File: src/rtl/adc_result_reader.sv
// ADC result reader: config registers, conv_finished synchronizer with edge-detected
// capture, and a small result FIFO with occupancy, sticky overflow and sample count.
module adc_result_reader #(
  parameter int unsigned FIFO_DEPTH  = 4,
  parameter int unsigned SYNC_STAGES = 2
) (
  input  logic                          clk,
  input  logic                          rst,
  input  logic                          enable_in,
  input  logic                          cfg_we_in,
  input  logic                          cfg_sel_in,
  input  logic [15:0]                   cfg_data_in,
  output logic [15:0]                   config_1_out,
  output logic [15:0]                   config_2_out,
  output logic                          adc_rst_n_out,
  input  logic [15:0]                   result_in,
  input  logic                          conv_finished_in,
  output logic                          rd_valid_out,
  input  logic                          rd_ready_in,
  output logic [15:0]                   rd_data_out,
  output logic [$clog2(FIFO_DEPTH):0]   count_out,
  output logic                          overflow_out,
  input  logic                          clear_in,
  output logic [15:0]                   sample_cnt_out
);

  localparam int unsigned AW = $clog2(FIFO_DEPTH);
  localparam int unsigned CW = AW + 1;
  localparam int unsigned DW = 16;
  localparam logic [CW-1:0] FULL_CNT = CW'(FIFO_DEPTH);

  logic [DW-1:0]          cfg1_q, cfg1_d;
  logic [DW-1:0]          cfg2_q, cfg2_d;
  logic                   en_q;
  logic [SYNC_STAGES-1:0] sync_q, sync_d;
  logic [SYNC_STAGES-1:0] fill_q, fill_d;
  logic                   prev_q, prev_d;
  logic [AW-1:0]          wr_ptr_q, wr_ptr_d;
  logic [AW-1:0]          rd_ptr_q, rd_ptr_d;
  logic [CW-1:0]          count_q, count_d;
  logic                   valid_q, valid_d;
  logic                   ovf_q, ovf_d;
  logic [DW-1:0]          smp_q, smp_d;
  logic [DW-1:0]          mem_q [FIFO_DEPTH];

  logic capture_c;
  logic cap_en_c;
  logic full_c;
  logic pop_c;
  logic push_c;
  logic drop_c;

  // Next-state logic: config, synchronizer, edge detect and FIFO bookkeeping
  always_comb begin
    cfg1_d   = cfg1_q;
    cfg2_d   = cfg2_q;
    sync_d   = {sync_q[SYNC_STAGES-2:0], conv_finished_in};
    fill_d   = {fill_q[SYNC_STAGES-2:0], 1'b1};
    // Hold the edge detector's history high until the chain has refilled after reset,
    // so a level already high at reset release is not seen as a new rising edge.
    prev_d   = fill_q[SYNC_STAGES-1] ? sync_q[SYNC_STAGES-1] : 1'b1;
    wr_ptr_d = wr_ptr_q;
    rd_ptr_d = rd_ptr_q;
    count_d  = count_q;
    ovf_d    = ovf_q;
    smp_d    = smp_q;

    capture_c = fill_q[SYNC_STAGES-1] & sync_q[SYNC_STAGES-1] & ~prev_q;
    cap_en_c  = capture_c & en_q & ~clear_in;
    full_c    = (count_q == FULL_CNT);
    pop_c     = valid_q & rd_ready_in & ~clear_in;
    push_c    = cap_en_c & (~full_c | pop_c);
    drop_c    = cap_en_c & full_c & ~pop_c;

    if (cfg_we_in) begin
      if (cfg_sel_in) cfg2_d = cfg_data_in;
      else            cfg1_d = cfg_data_in;
    end

    if (clear_in) begin
      wr_ptr_d = '0;
      rd_ptr_d = '0;
      count_d  = '0;
      ovf_d    = 1'b0;
      smp_d    = '0;
    end else begin
      if (push_c) begin
        wr_ptr_d = wr_ptr_q + AW'(1);
        smp_d    = smp_q + DW'(1);
      end
      if (pop_c) rd_ptr_d = rd_ptr_q + AW'(1);
      if (push_c && !pop_c)      count_d = count_q + CW'(1);
      else if (!push_c && pop_c) count_d = count_q - CW'(1);
      if (drop_c) ovf_d = 1'b1;
    end
    valid_d = (count_d != '0);
  end

  always_ff @(posedge clk) begin
    if (rst) begin
      cfg1_q   <= '0;
      cfg2_q   <= '0;
      en_q     <= 1'b0;
      sync_q   <= '0;
      fill_q   <= '0;
      prev_q   <= 1'b1;
      wr_ptr_q <= '0;
      rd_ptr_q <= '0;
      count_q  <= '0;
      valid_q  <= 1'b0;
      ovf_q    <= 1'b0;
      smp_q    <= '0;
    end else begin
      cfg1_q   <= cfg1_d;
      cfg2_q   <= cfg2_d;
      en_q     <= enable_in;
      sync_q   <= sync_d;
      fill_q   <= fill_d;
      prev_q   <= prev_d;
      wr_ptr_q <= wr_ptr_d;
      rd_ptr_q <= rd_ptr_d;
      count_q  <= count_d;
      valid_q  <= valid_d;
      ovf_q    <= ovf_d;
      smp_q    <= smp_d;
    end
  end

  // Result storage; contents are only meaningful behind the pointers
  always_ff @(posedge clk) begin
    if (!rst && push_c) mem_q[wr_ptr_q] <= result_in;
  end

  assign config_1_out   = cfg1_q;
  assign config_2_out   = cfg2_q;
  assign adc_rst_n_out  = en_q;
  assign rd_valid_out   = valid_q;
  assign rd_data_out    = mem_q[rd_ptr_q];
  assign count_out      = count_q;
  assign overflow_out   = ovf_q;
  assign sample_cnt_out = smp_q;

endmodule

File: config.mk
export PLATFORM = sky130hd
export DESIGN_NAME = adc_result_reader
export DESIGN_NICKNAME = d
export VERILOG_FILES = /design/src/rtl/adc_result_reader.sv
export SDC_FILE = /design/constraint.sdc
export NUM_CORES = 1
export LEC_CHECK = 0
export CAP_MARGIN = 40
export CORE_MARGIN = 2
export CORE_UTILIZATION = 56
export CTS_BUF_LIST = sky130_fd_sc_hd__clkbuf_8
export CTS_CLUSTER_SIZE = 40
export DETAILED_ROUTE_END_ITERATION = 8
export PLACE_DENSITY = 0.88
export SETUP_SLACK_MARGIN = 0.02
export SYNTH_ARGS = -nofsm -noshare
export SYNTH_HDL_FRONTEND = slang
export SYNTH_SLANG_ARGS = --single-unit
File: constraint.sdc
create_clock -name clk -period 5 [get_ports clk]
set_input_delay 0.75 -clock clk [delete_from_list [all_inputs] [get_ports clk]]
set_output_delay 0.75 -clock clk [all_outputs]
set_load 0.02 [all_outputs]
Yosys cells after proc, flatten, opt, wreduce, memory -nomap -nowiden
Memories as Yosys holds them, arrays and structs flattened. A register that Yosys moved wholly into a read port is not among the register bits.
Cells that the tools add are included.
Word-level totals
  register bits: 63
  input port bits: 40
  memories: 1
  memory bits (writable): 64
  word-level logic and storage cells: 55
Memories
  mem_q: words 4, width 16, read ports 1, clocked after Yosys merged registers in 1, wr ports 1, line 44  | logic [DW-1:0] mem_q [FIFO_DEPTH];
Operators by class
  mux-type cells: 8
  bitwise gates (word level): 16
  equal/unequal tests: 1
  reduce and logical (&&, ||, !) cells: 11
  $add $sub $neg: 5
Operators by type and width (count)
  16-bit by 1-bit adder with 16-bit output (second input constant): 1
  1-bit bitwise AND: 9
  3-bit two-way mux: 3
  1-bit inverter: 6
  2-bit by 1-bit adder with 2-bit output (second input constant): 2
  2-bit two-way mux: 2
  2-bit AND reduction: 2
  2-bit OR reduction: 2
  3-bit by 1-bit adder with 3-bit output (second input constant): 1
  3-bit == test (second input constant): 1
  1-bit logical AND: 3
  1-bit logical NOT: 3
  1-bit two-way mux: 3
  3-bit nonzero test: 1
  3-bit by 1-bit subtractor with 3-bit output (second input constant): 1
  1-bit OR: 1

Depth between registers and ports, before layout
Gate-level depths: netlist of run 1.
  depth after elaboration: 11
  depth in mapped cells: 9

Worst setup path after synthesis of run 1
OpenSTA, ideal clock, no wires.
  path type: input to register
  start: in clear_in
  end: mem mem_q[0][0] (enable)
  path buffers: 2
  stages: 5
  path slack: 2518 ps
  data required time: 4626 ps
  arrival time: 2108 ps
  cells stage by stage: buf_6 -> nand3b_4 -> a211oi_2 -> buf_2 -> and3_1
Between the ends
  longest elaborated chain between the ends: 7
  elaborated cells on any way between the ends: 8
RTL lines
  from (decl): line 23  | input logic clear_in,
  1-bit inverter (*): line 69, 71
  1-bit bitwise AND: line 71  | pop_c = valid_q & rd_ready_in & ~clear_in;
  1-bit OR: line 72  | push_c = cap_en_c & (~full_c | pop_c);
  1-bit bitwise AND (*): line 72
  1-bit logical AND (*): line 131  | if (!rst && push_c) mem_q[wr_ptr_q] <= result_in;
  1-bit two-way mux (*): line 131
  1-bit two-way mux (not written as such) (*): line 131
  to (decl): line 44
Mark *: on every way between the ends. The rest lies on a longest branch, timed or not.

Worst setup path after layout of run 1
  start: in clear_in
  end: mem mem_q[3][5] (enable)
Same word-level chain as after synthesis.

==> summary.md, run 1 <==
| Metric | Value |
|---|---|
| Max FO, Critical Path | `16` |
| IO Port Bufs | `~110` |
| Full die area | `0.009539 mm^2` |
| Crit path launch type | `input pin` |
| RSZ-0062 raised after global routing | `no` |
| Final HPWL DP | `a little under 7000 um` |
| Via count | `between 3,000 and 4,000` |
| Post-synthesis adder-cell area fraction | `0.02037` |
| Inserted Clock Buffers | `17` |
| Post-route DRC violation count | `0` |
| Setup violators final | `0` |
| Post-synth EDFFs | `64` |
| Synth Area per Inst | `approximately 13 um^2` |
| Initial DRC count | `119` |
| Final hold violations | `0` |
| Post-CTS Resized | `0` |
| Cell variety after synth | `a little over 40` |
| Via count of the first global-routing pass | `~3,400` |
| Die Height | `around 100 um` |
| Ratio of cells with drive above 1 in the final layout | `0.1151` |
| Clock Tree Buf Depth | `2` |
| I/O Pins | `110` |
| R2R Path Start | `count_out[1]` |
| Row count | `34` |
| CTS tree | `built` |
| Worst rel slew slack | `0.4335` |
| First-pass GRT wire length | `between 15,000 and 20,000 um` |
| Hold crit path type | `flip-flop to flip-flop` |
| Setup crit end | `mem_q[3][5]` |
| Async SR Flop Fraction | `0` |
| Initial antenna violation count | `0` |
| Max Fclk | `between 300 and 400 MHz` |
| Synth top area share | `0.3911` |
| Remaining global-route overflow | `0` |
| Post-synthesis sequential area ratio | `0.6560` |
| Gp weighted congestion | `around 0.89` |
| Crit Reg-Reg Endpoint | `mem_q[3][5]` |
| FF+latch count, synth | `around 130` |
| Crit share post-route | `0.6420` |
| Layout area overhead | `32.16%` |
| Area share of and/or/nand/nor cells after synthesis | `0.1286` |
| Slew of the pin with the lowest slew margin | `about 850 ps` |
| Cell Area, Synth | `between 0.004 and 0.005 mm^2` |
| Core area | `between 0.008 and 0.009 mm^2` |
| WL final | `slightly above 10,000 um` |
| Crit-path cells | `clkdlybuf4s50_1 > nand3b_4 > a211oi_2 > and3_1` |
| CTS Sinks | `129` |
| R2R Setup Slk | `2070 ps` |
| Top-count cell post-synth | `nand2_1` |
| Hold Buf Count CTS | `0` |
| Power Density | `336.1 mW/mm^2` |
| # diodes | `0` |
| Post-Synth XOR/XNOR Area | `0.03387` |
| Pleak | `roughly 2.3 nW` |
| Worst-case reg-to-reg path depth | `5` |
| Max Clock Skew | `roughly 12 ps` |
| Synth area leader | `edfxtp_1` |
| Max incr delay on CP | `a little over 800 ps` |
| Cells after synthesis | `between 300 and 400` |
| Largest family of logic cells by synthesized area | `simple AND/OR/NAND/NOR gates` |
| Setup TNS Final | `0 ps` |
| Starting Density | `0.5718` |
| Critical path class | `input pin to flip-flop` |
| Top_reg_cell synth | `dfxtp_1` |
| DRT antenna net count | `0` |
| 1st-pass router iterations | `4` |
| Worst slack, placed | `approximately 1400 ps` |
| Via/cell ratio | `between 5 and 6` |
| Post-synthesis compound-gate area fraction | `0.05984` |
| Root buffer cell | `clkbuf_8` |
| Crit path required time | `5030 ps` |
| Synth warnings | `0` |
| Max Cap Viol | `0` |
| Chip width | `just under 100 um` |
| Worst skew pair latency | `approximately 420 ps` |
| Post-synth top cells | `69 x nand2_1, 65 x dfxtp_1, 64 x edfxtp_1` |
| Post-route minimum period | `about 3200 ps` |
| Crit path DAT | `~3300 ps` |
| Synth area leaders | `edfxtp_1 39%, dfxtp_1 26%, mux4_2 7.3%` |
| Worst VDD drop | `181.1 uV` |
| Worst Setup End Kind | `flip-flop` |
| CP max stage cell | `and3_1` |
| Syn nets | `approximately 430` |
| Status | `complete, no violations` |
| Post-synthesis mux area share | `0.07538` |
| Pin count of the biggest net entering global routing | `25` |
| Worst setup path start | `clear_in` |
| GRT Overall Usage | `0.2218` |
| Min-Delay Path Depth | `1` |
| Worst setup margin | `between 1500 and 2000 ps` |
| Postcts setup bufs | `0` |
| Nets | `~540` |
| Wirelength per Cell | `between 15 and 20 um` |
| Max H-tree Level | `4` |
| Max-slew violations | `0` |
| CTS clock-pin slew for the worst setup and hold paths | `roughly 70 ps` |
-- cells in the final DEF, fill, tap and decap left out, drive strengths merged, types with 2 or more instances in the layout --
master,synthesis,final
nand3,5,5
clkinv,0,4
edfxtp,64,64
clkbuf,17,20
nand2,69,69
nand4,5,5
buf,6,3
clkdlybuf4s50,0,109
dfxtp,65,65
ha,8,8
clkinvlp,0,2
mux4,16,16
nor2,26,26
xor2,13,13
and3,12,12
xnor2,6,6
and2,4,4
nor3,2,2
a211oi,3,3
nand3b,2,2
nor2b,5,5
inv,6,9
a21oi,34,34
bufinv,0,3
-- stage by stage --
step / total power [W] / std cells / hold WS [ps] / instance area [um^2] / utilization
finish: 0.002182 / 612 / 439.3 / 6494 / 0.7557
global route: 0.002248 / 612 / 457.7 / 6494 / 0.7557
CTS: 0.002193 / 612 / 438.1 / 6494 / 0.7557
detailed placement: 0.001269 / 580 / 415.0 / 6065 / 0.7057
global placement: 0.001265 / 578 / 406.4 / 6042 / 0.7031
floorplan: 0.001198 / 383 / 391.4 / 4913 / -
-- worst min path at each step --
| stage | start | end | slack (ps) |
|---|---|---|---|
| after global routing | fill_q[0] | fill_q[1] | 460 |
| after global placement | fill_q[1] | prev_q | 410 |
| after CTS | fill_q[1] | prev_q | 440 |
| after floorplan | fill_q[1] | prev_q | 390 |
| final | fill_q[1] | prev_q | 440 |
| after detailed placement | fill_q[1] | prev_q | 410 |
-- per-layer routing --
layer  vias to the layer above  track usage  part of all wire
met5                         -            0                 0
met4                         0      0.07692             0.013
met3                        13      0.09209             0.086
met2                       132       0.3570              0.49
met1                      1615       0.2711              0.41
li1                       1581            -                 -
-- kinds of logic (layout without fill, tap and decap cells) --
| family | after synthesis | count (layout) |
|---|---|---|
| AOI/OAI and AO/OA | 46 | 46 |
| buffers and inverters | 29 | 150 |
| xor gates and xnor gates | 19 | 19 |
| and+or+nand+nor | 135 | 135 |
| adders and majority gates | 8 | 8 |
| DFF | 129 | 129 |
| muxes | 17 | 17 |
-- sequential cells by signal (all words and copies together), names as in the netlist, named ones only --
| signal | count |
|---|---|
| fill_q | 2 |
| adc_rst_n_out | 1 |
| config_2_out | 16 |
| overflow_out | 1 |
| sample_cnt_out | 16 |
| rd_valid_out | 1 |
| mem_q | 64 |
| count_out | 3 |
| config_1_out | 16 |
| sync_q | 2 |
| rd_ptr_q | 2 |
| prev_q | 1 |
| wr_ptr_q | 2 |
-- critical path, delay by kind of cell --
family                 cells  cell delay, ps
and+or+nand+nor            2            1130
AOI/OAI and AO/OA          1             760
buffers and inverters      1             590
-- power breakdown --
part           internal, W  total (W)  leakage [nW]  switching (W)
combinational    0.0000578   0.000118         0.961      0.0000597
clock             0.000535   0.000936         0.216       0.000400
sequential         0.00112    0.00113          1.10     0.00000794
-- area by class of cell --
| type | count | area, um^2 |
|---|---|---|
| Fill cell | 534 | 2100 |
| Sequential cell | 129 | 3223 |
| Tap cell | 108 | 135.1 |
| Clock buffer | 20 | 275.3 |
| Timing Repair Buffer | 112 | 1121 |
| Inverter | 6 | 22.52 |
| Multi-Input combinational cell | 225 | 1563 |
| Clock inverter | 12 | 153.9 |
(Power assumes the default switching activity.)
==> run 2, diff against run 1 <==
--- a/config.mk
+++ b/config.mk
@@ -7,11 +7,11 @@
 export LEC_CHECK = 0
 export CAP_MARGIN = 40
 export CORE_MARGIN = 2
-export CORE_UTILIZATION = 56
+export CORE_UTILIZATION = 47
 export CTS_BUF_LIST = sky130_fd_sc_hd__clkbuf_8
 export CTS_CLUSTER_SIZE = 40
 export DETAILED_ROUTE_END_ITERATION = 8
-export PLACE_DENSITY = 0.88
+export PLACE_DENSITY = 0.78
 export SETUP_SLACK_MARGIN = 0.02
 export SYNTH_ARGS = -nofsm -noshare
 export SYNTH_HDL_FRONTEND = slang
==> constraint.sdc (replaced) <==
create_clock -name clk -period 2.85 [get_ports clk]
set_input_delay 0.4275 -clock clk [delete_from_list [all_inputs] [get_ports clk]]
set_output_delay 0.4275 -clock clk [all_outputs]
set_load 0.02 [all_outputs]
==> run 2 against run 1 <==
  * First-iteration DRC count down 12%
  * Via count down 1.5%
  * Global-route usage down 3.5 points
  * Clock power up 58%
  * Sequential share of layout area down 0.19 points
  * Critical path type is now flip-flop to output port
==> summary.md, run 2 (synthesized netlist as in run 1, its figures left out) <==
| Metric | Value |
|---|---|
| Min-Delay Path Depth | `1` |
| CTS clock-pin slew for the worst setup and hold paths | `around 80 ps` |
| Finished Cell Area | `roughly 0.0065 mm^2` |
| Commonest non-fill, non-tap cells in the layout | `109 x clkdlybuf4s50_1, 69 x nand2_1, 65 x dfxtp_1` |
| Clock Tree Buf Depth | `2` |
| CTS tree | `built` |
| Row count | `37` |
| Crit share post-route | `0.9139` |
| Gp weighted congestion | `approximately 0.7` |
| RSZ-0062 raised after global routing | `no` |
| I/O Pins | `110` |
| Max Cap Viol | `0` |
| Max FO, Critical Path | `16` |
| Inserted Clock Buffers | `17` |
| Layout area overhead | `32.67%` |
| Most common cell after layout, fill and taps aside | `clkdlybuf4s50_1` |
| Crit path DAT | `approximately 2200 ps` |
| Initial DRC count | `around 110` |
| Post-route DRC violation count | `0` |
| Critical path class | `flip-flop to output port` |
| Worst-case reg-to-reg path depth | `6` |
| Initial antenna violation count | `0` |
| Worst skew pair latency | `about 430 ps` |
| Max Clock Skew | `roughly 9.8 ps` |
| Slew of the pin with the lowest slew margin | `about 660 ps` |
| Worst Setup End Kind | `output port` |
| Chip width | `106.2 um` |
| Power Density | `around 560 mW/mm^2` |
| First-pass GRT wire length | `approximately 16,000 um` |
| Status | `complete, no violations` |
| Ratio of cells with drive above 1 in the final layout | `0.1255` |
| Max reg flops | `64` |
| Final hold violations | `0` |
| Max Fclk | `approximately 380 MHz` |
| Crit path launch type | `flip-flop` |
| GRT Overall Usage | `0.1863` |
| CTS Sinks | `~130` |
| DRT antenna net count | `0` |
| Wirelength per Cell | `15.41 um` |
| Via count of the first global-routing pass | `between 3,000 and 4,000` |
| Hold crit path type | `flip-flop to flip-flop` |
| Max H-tree Level | `4` |
| Final HPWL DP | `6629 um` |
| Hold WS | `around 420 ps` |
| Postcts setup bufs | `0` |
| Post-route minimum period | `2605 ps` |
| Core area | `between 0.01 and 0.015 mm^2` |
| Max-slew violations | `0` |
| Worst rel slew slack | `0.5570` |
| Post-CTS Resized | `0` |
| Hold Buf Count CTS | `0` |
| Setup TNS Final | `0 ps` |
| 1st-pass router iterations | `4` |
| Worst VDD drop | `about 320 uV` |
| Placed cell area | `roughly 0.0061 mm^2` |
| Remaining global-route overflow | `0` |
| Pleak | `2.282 nW` |
| Setup violators final | `0` |
| Die Height | `between 100 and 150 um` |
| Crit path required time | `2420 ps` |
| # diodes | `0` |
| Via/cell ratio | `5.094` |
| Tot Pwr | `between 0.003 and 0.004 W` |
| WL final | `9956 um` |
| Full die area | `between 0.01 and 0.015 mm^2` |
| Starting Density | `0.4802` |
| Register with the most flip-flops | `mem_q` |
| Nets | `between 500 and 600` |
| Root buffer cell | `clkbuf_8` |
| Pin count of the biggest net entering global routing | `35` |
| IO Port Bufs | `roughly 110` |
| R2R Setup Slk | `~760 ps` |
| Via count | `3,291` |
-- run 2: cell types whose count changed in the layout (fill, tap and decap cells not counted), sizes merged --
| cell | change |
|---|---|
| bufinv | -2 |
| buf | +6 |
| clkinvlp | +1 |
| clkbuf | -3 |
| clkinv | +1 |
| inv | +3 |
-- run 2: routing by layer --
layer | GRT usage | part of all wire
met1 | 0.2277 | 0.43
met2 | 0.2967 | 0.49
met3 | 0.07051 | 0.074
met4 | 0.07895 | 0.012
met5 | 0 | 0
-- run 2: worst paths after layout --
kind / start / end
setup reg to reg: count_out[0] / mem_q[1][0]
hold reg to reg: fill_q[1] / prev_q
setup / recovery: flip-flop / rd_data_out[15]
hold / removal: fill_q[1] / prev_q
-- run 2: worst max-delay path, stage by stage, from the launching register on --
cell             delay (ps)
dfxtp_1                 310
buf_4                   310
mux4_2                  560
clkdlybuf4s50_1         570
-- run 2: report_power, final --
part	switching, W	total (W)	leakage (nW)	internal (W)
registers	0.0000130	0.00198	1.10	0.00197
clock network	0.000766	0.00148	0.186	0.000710
logic	0.000103	0.000204	0.993	0.000101
-- run 2: through the flow --
stage / util / cells / setup WS (ps)
6_report: 0.6372 / 646 / 245.4
2_1_floorplan: - / 383 / 370.7
3_3_place_gp: 0.5999 / 614 / 431.0
3_5_place_dp: 0.5999 / 614 / 351.1
4_1_cts: 0.6372 / 646 / 201.9
5_1_grt: 0.6372 / 646 / 115.4
-- run 2: layout make-up --
class / count / area (um^2)
fill: 789 / 3712
sequential: 129 / 3223
multi-input combinational: 225 / 1563
timing repair buffer: 118 / 1159
clock buffer: 17 / 234.0
tap: 136 / 170.2
clock inverter: 15 / 147.6
inverter: 6 / 22.52
